$ cat config.mk
export PLATFORM = sky130hd
export DESIGN_NAME = gerador_pulsos_rpn
export DESIGN_NICKNAME = d
export VERILOG_FILES = /design/src/rtl/rpn_pkg.sv /design/src/rtl/debouncer_botao.sv /design/src/rtl/gerador_pulsos_rpn.sv
export SDC_FILE = /design/constraint.sdc
export NUM_CORES = 1
export LEC_CHECK = 0
export BUFFER_PORTS_ARGS = -buffer_cell sky130_fd_sc_hd__buf_2
export CORE_ASPECT_RATIO = 1.2
export CORE_MARGIN = 4
export CORE_UTILIZATION = 53
export CTS_CLUSTER_DIAMETER = 150
export DETAILED_ROUTE_END_ITERATION = 6
export PLACE_DENSITY = 0.7
export SKIP_LAST_GASP = 1
export SLEW_MARGIN = 20
export SYNTH_ARGS = -nofsm -noshare
export SYNTH_HDL_FRONTEND = slang
export SYNTH_SLANG_ARGS = --single-unit
$ cat constraint.sdc
create_clock -name clk -period 5.6 [get_ports clk]
set_input_delay 0 -clock clk [delete_from_list [all_inputs] [get_ports clk]]
set_output_delay 0 -clock clk [all_outputs]
set_load 0.05 [all_outputs]
$ cat src/rtl/rpn_pkg.sv
// Shared types for the RPN pushbutton front end: debouncer FSM states and
// the pulse width expected by the RPN sequencer.
package rpn_pkg;

  typedef enum logic [1:0] {
    SOLTO          = 2'd0,
    CONFIRMA_PRESS = 2'd1,
    PRESSIONADO    = 2'd2,
    CONFIRMA_SOLTO = 2'd3
  } estado_botao_t;

  localparam int LARGURA_PULSO = 1;

endpackage

$ cat src/rtl/debouncer_botao.sv
// One pushbutton: polarity normalization, 2-flop synchronizer and debounce FSM.
// Macro RPN_BOTAO_ATIVO_BAIXO_EN selects active-low raw inputs.
module debouncer_botao
  import rpn_pkg::*;
#(
  parameter int DEBOUNCE_CYCLES = 500000
) (
  input  logic clk,
  input  logic reset,
  input  logic botao,
  output logic evento_press,
  output logic ativo
);

  localparam int CW = $clog2(DEBOUNCE_CYCLES);
  localparam logic [CW-1:0] CNT_MAX = CW'(DEBOUNCE_CYCLES - 1);

  logic          botao_norm;
  logic          sync1;
  logic          s;
  estado_botao_t estado;
  estado_botao_t estado_prox;
  logic [CW-1:0] cnt;
  logic [CW-1:0] cnt_prox;

`ifdef RPN_BOTAO_ATIVO_BAIXO_EN
  assign botao_norm = ~botao;
`else
  assign botao_norm = botao;
`endif

  // Two-flop synchronizer; reset value means "released" after normalization.
  always_ff @(posedge clk) begin
    if (reset) begin
      sync1 <= 1'b0;
      s     <= 1'b0;
    end else begin
      sync1 <= botao_norm;
      s     <= sync1;
    end
  end

  always_comb begin
    estado_prox  = estado;
    cnt_prox     = cnt;
    evento_press = 1'b0;
    case (estado)
      SOLTO: begin
        if (s) begin
          estado_prox = CONFIRMA_PRESS;
          cnt_prox    = '0;
        end else begin
          estado_prox = SOLTO;
        end
      end
      CONFIRMA_PRESS: begin
        if (!s) begin
          estado_prox = SOLTO;
        end else if (cnt == CNT_MAX) begin
          estado_prox  = PRESSIONADO;
          evento_press = 1'b1;
        end else begin
          cnt_prox = cnt + 1'b1;
        end
      end
      PRESSIONADO: begin
        if (!s) begin
          estado_prox = CONFIRMA_SOLTO;
          cnt_prox    = '0;
        end else begin
          estado_prox = PRESSIONADO;
        end
      end
      CONFIRMA_SOLTO: begin
        // A return to pressed here is still the same press: no new event.
        if (s) begin
          estado_prox = PRESSIONADO;
        end else if (cnt == CNT_MAX) begin
          estado_prox = SOLTO;
        end else begin
          cnt_prox = cnt + 1'b1;
        end
      end
      default: begin
        estado_prox = SOLTO;
        cnt_prox    = '0;
      end
    endcase
  end

  // FSM state and confirmation counter.
  always_ff @(posedge clk) begin
    if (reset) begin
      estado <= SOLTO;
      cnt    <= '0;
    end else begin
      estado <= estado_prox;
      cnt    <= cnt_prox;
    end
  end

  assign ativo = (estado != SOLTO);

endmodule

$ cat src/rtl/gerador_pulsos_rpn.sv
// ENTER/EXECUTAR pulse generator: two debouncers plus arbitration so the
// sequencer never sees both pulses at once. Macro: RPN_BOTAO_ATIVO_BAIXO_EN.
module gerador_pulsos_rpn
  import rpn_pkg::*;
#(
  parameter int DEBOUNCE_CYCLES = 500000
) (
  input  logic clk,
  input  logic reset,
  input  logic botao_enter,
  input  logic botao_executar,
  output logic enter_pulso,
  output logic executar_pulso,
  output logic ocupado
);

  logic evento_enter;
  logic evento_executar;
  logic ativo_enter;
  logic ativo_executar;
  logic pend_executar;
  logic pend_enter;
  logic pend_executar_prox;
  logic pend_enter_prox;
  logic enter_prox;
  logic executar_prox;

  debouncer_botao #(.DEBOUNCE_CYCLES(DEBOUNCE_CYCLES)) u_deb_enter (
    .clk          (clk),
    .reset        (reset),
    .botao        (botao_enter),
    .evento_press (evento_enter),
    .ativo        (ativo_enter)
  );

  debouncer_botao #(.DEBOUNCE_CYCLES(DEBOUNCE_CYCLES)) u_deb_executar (
    .clk          (clk),
    .reset        (reset),
    .botao        (botao_executar),
    .evento_press (evento_executar),
    .ativo        (ativo_executar)
  );

  // Priority: pending EXECUTAR, then ENTER (new or deferred), then new EXECUTAR.
  always_comb begin
    enter_prox         = 1'b0;
    executar_prox      = 1'b0;
    pend_enter_prox    = 1'b0;
    pend_executar_prox = 1'b0;
    if (pend_executar) begin
      executar_prox      = 1'b1;
      pend_enter_prox    = evento_enter | pend_enter;
      pend_executar_prox = evento_executar;
    end else if (evento_enter || pend_enter) begin
      enter_prox         = 1'b1;
      pend_executar_prox = evento_executar;
    end else if (evento_executar) begin
      executar_prox = 1'b1;
    end else begin
      enter_prox    = 1'b0;
      executar_prox = 1'b0;
    end
  end

  // Registered pulses and pending flags.
  always_ff @(posedge clk) begin
    if (reset) begin
      enter_pulso    <= 1'b0;
      executar_pulso <= 1'b0;
      pend_enter     <= 1'b0;
      pend_executar  <= 1'b0;
    end else begin
      enter_pulso    <= enter_prox;
      executar_pulso <= executar_prox;
      pend_enter     <= pend_enter_prox;
      pend_executar  <= pend_executar_prox;
    end
  end

  assign ocupado = ativo_enter | ativo_executar | pend_executar | pend_enter;

endmodule

==> impl_results.md <==
* Worst slack at placement at 3240 ps
* Core Area at 4260 um2
* Data arrival time of the worst path at 2570 ps
* Via count normalized by instance count at 5.75
* Placer Congestion at 0.749
* Clock tree buffer depth at 2
* Clock tree from TritonCTS: yes
* Post-CTS Hold Buffers at 2
* Setup crit end kind: register
* Startpoint Class: register
* Worst Hold End: u_deb_executar.estado[0]
* Number of DRC violations after detailed routing at 0
* Number of flops mapped to enable cells by yosys at 0
* Area of all sequential standard cells at 1000 um2
* Sequential cell area fraction in the yosys report at 42.8%
* Maximum frequency from static timing analysis at 0.417 GHz
* Number of CTS-inserted buffers at 5
* Post-layout utilization of the core at 58.7%
* Max stage delay on crit path at 590 ps
* Reported max-cap violation count at 0
* Worst hold start: reset
* Leading cell types in the layout, fill and taps excluded: sky130_fd_sc_hd__dfxtp_1 (50), sky130_fd_sc_hd__nor2_1 (27), sky130_fd_sc_hd__nand2_1 (18), sky130_fd_sc_hd__a21oi_1 (15), sky130_fd_sc_hd__nand3_1 (14)
* Average cell area after synthesis at 8.86 um2
* Diode count at 0
* PnR worst setup slack at 3200 ps
* Flop and latch count out of synthesis at 50
* Post-Syn Nets at 270
* Post-route non-filler standard cell count at 328
* Share of layout cells above drive strength 1 at 12.1%
* NumNets Final at 277
* Start of the worst register-to-register path: u_deb_enter.cnt[5]
* Maximum fanout count along the critical path at 20
* Cell Rows at 26
* Worst hold-check path type: in -> reg
* Most common cell after layout, fill and taps aside: sky130_fd_sc_hd__dfxtp_1
* Aggregate negative setup slack at 0 ps
* Crit-path cells: or4_1, or4_4, o21ai_2, or4b_2, a21oi_1
* Number of I/O pins at 7
* Number of cells traversed by the worst hold path at 2
* Worst-case headroom to the max-slew limit at 36.0%
* Period utilisation layout at 42.8%
* Static leakage power at 0.000834 uW
* Synth Cell Area at 2340 um2
* Highest ir drop seen on vdd at 165 uV
* Overall die area at 5550 um2
* Multi-input gate area in the final layout at 1260 um2
* R2R Path End: u_deb_enter.cnt[8]
* Layout fillers at 411
* Pin count of the biggest net entering global routing at 21
* Synthesis-to-finish area growth at 6.85%
* HPWL reported at the end of detailed placement at 3090 um
* Outcome: finished, final reports clean
* Routed vias at 1,885
* Net load switching power at 143 uW
* Clk sink count at 50
* Placed insts at 318
* Drt wl/cell at 13.6 um
* Startpoint-to-endpoint class of the critical path: reg -> reg
* Port Buf Inserts at 6
* Number of max-slew violations in the final report at 0
* Clock slew at the register clock pins of the worst setup and hold paths at 100 ps
* Sequential Power Share at 60.2%
* Cts repair resizes at 0
* Clock Power Share at 36.6%
* Syn. warnings at 0
* Power per Cell Area at 238 nW/um2
* Logic pwr share at 3.3%
* Die Height at 80.8 um
* CTS HTree Levels at 2
* Number of instances in the synthesized netlist at 264
* Setup Skew at 8.68 ps
* Residual overflow from global routing at 0
* Number of global-route vias before repair at 1,764
* Number of cell instances on the worst register-to-register path at 5
* First-pass detailed-route iteration total at 4
* Count of cell types in the netlist at 52
* Routed wire length at 4460 um
* ANT nets after route at 0
* Slew at the pin closest to its max-slew limit at 958 ps
* Overall track demand over capacity in global routing at 18.0%
* Clock latency of the later-clocked register in the worst-skew pair at 310 ps
* Number of endpoints failing setup at the final stage at 0
* Sw Share at 24.0%
* Register-to-Register Setup Slack at 3200 ps
* Critical path data required time at 5770 ps
* First-pass GRT wire length at 7690 um
* Cell at the root of the clock tree: sky130_fd_sc_hd__clkbuf_8
* Crit path time final at 2400 ps
* Antenna violations before repair at 0
* Width of the die at 68.7 um
* Starting utilization of the core area at 54.9%
* Hold Fails Final Rpt at 0
* Post-CTS Setup Inserts at 0
* Number of DRC markers in iteration 0 at 78
* Fraction of synthesis flops using an asynchronous set or reset pin at 0%
* Total internal power at 453 uW
* Crit-path slowest cell: sky130_fd_sc_hd__o21ai_2
* Post-Route Hold Slack at 72.8 ps
* Leading register cell type out of synthesis: sky130_fd_sc_hd__dfxtp_1
* Unrepaired setup endpoints after global routing: no
[worst max-delay path by stage]
stage	start	to	slack (ps)
CTS	u_deb_enter.cnt[5]	u_deb_enter.cnt[8]	3230
detailed placement	u_deb_enter.cnt[5]	u_deb_enter.cnt[8]	3240
finish	u_deb_enter.cnt[5]	u_deb_enter.cnt[8]	3200
floorplan	u_deb_enter.cnt[5]	u_deb_enter.cnt[5]	3600
global placement	u_deb_enter.cnt[5]	u_deb_enter.cnt[10]	3280
global route	u_deb_enter.cnt[0]	u_deb_enter.cnt[7]	3070
[critical path, delay by kind of cell, from the launching register on]
kind | cells | cell delay, ps
AOI/OAI and AO/OA | 2 | 650
DFF | 1 | 370
and+or+nand+nor | 3 | 1240
[Yosys cell counts, drive strengths merged (3+ instances only)]
master / n / share of area, %
a211o: 4 / 1.5
a21oi: 18 / 4.3
and2: 3 / 0.80
and3: 4 / 1.1
and4: 3 / 1.1
buf: 4 / 1.7
clkbuf: 4 / 0.64
dfxtp: 50 / 43
inv: 6 / 0.96
nand2: 18 / 2.9
nand2b: 3 / 0.80
nand3: 14 / 3.0
nand4: 10 / 2.7
nor2: 27 / 4.3
nor2b: 5 / 1.3
nor3: 7 / 1.5
nor4: 6 / 1.6
o211ai: 4 / 1.3
o21ai: 13 / 2.9
or3: 12 / 3.4
or4: 6 / 2.3
xnor2: 6 / 2.2
xor2: 12 / 4.5
[through the flow]
stage | cell area (um2) | power, uW
finish | 2500 | 596
global route | 2500 | 618
CTS | 2500 | 602
detailed placement | 2390 | 385
global placement | 2390 | 385
floorplan | 2340 | 382
[routing by layer]
metal / vias up / wire (um) / track usage [%] / share of wire, %
met5: - / 0 / 0 / 0
met4: 0 / 53 / 7.75 / 1.2
met3: 4 / 96 / 3.46 / 2.2
met2: 22 / 2300 / 30.7 / 52
met1: 875 / 2010 / 21.5 / 45
li1: 984 / - / - / -
[power by group through the flow]
stage	registers (uW)	clock network [uW]	logic [uW]
final	359	218	19.4
after global routing	359	238	21.4
after CTS	359	224	19.5
after detailed placement	367	0	18.3
after global placement	367	0	18.3
after floorplan	366	0	15.8
[cells by family after synthesis]
| logic type | share of synthesized area, % |
|---|---|
| flip-flops | 42.8 |
| AND/OR/NAND/NOR | 29.8 |
| AO/OA/AOI/OAI | 14.9 |
| XOR/XNOR | 6.74 |
| buffers and inverters | 3.26 |
| adder cells (fa/ha/maj) | 1.07 |
| multiplexers | 1.39 |
[sequential cells by signal (all words and copies together) (netlist names), named ones only]
register / flops
u_deb_enter.cnt: 19
u_deb_executar.cnt: 19
enter_pulso: 1
executar_pulso: 1
pend_enter: 1
pend_executar: 1
u_deb_enter.estado: 1
u_deb_enter.s: 1
u_deb_enter.sync1: 1
u_deb_executar.estado: 1
u_deb_executar.s: 1
u_deb_executar.sync1: 1
[final cells by class]
type	instances	area share [%]
inverter	6	0.901
multi-input combinational	200	50.5
tap	56	2.80
timing repair buffer	8	2.00
sequential	50	40.0
clock buffer	5	2.75
clock inverter	3	1.00
Power figures use the tool's default switching activity.
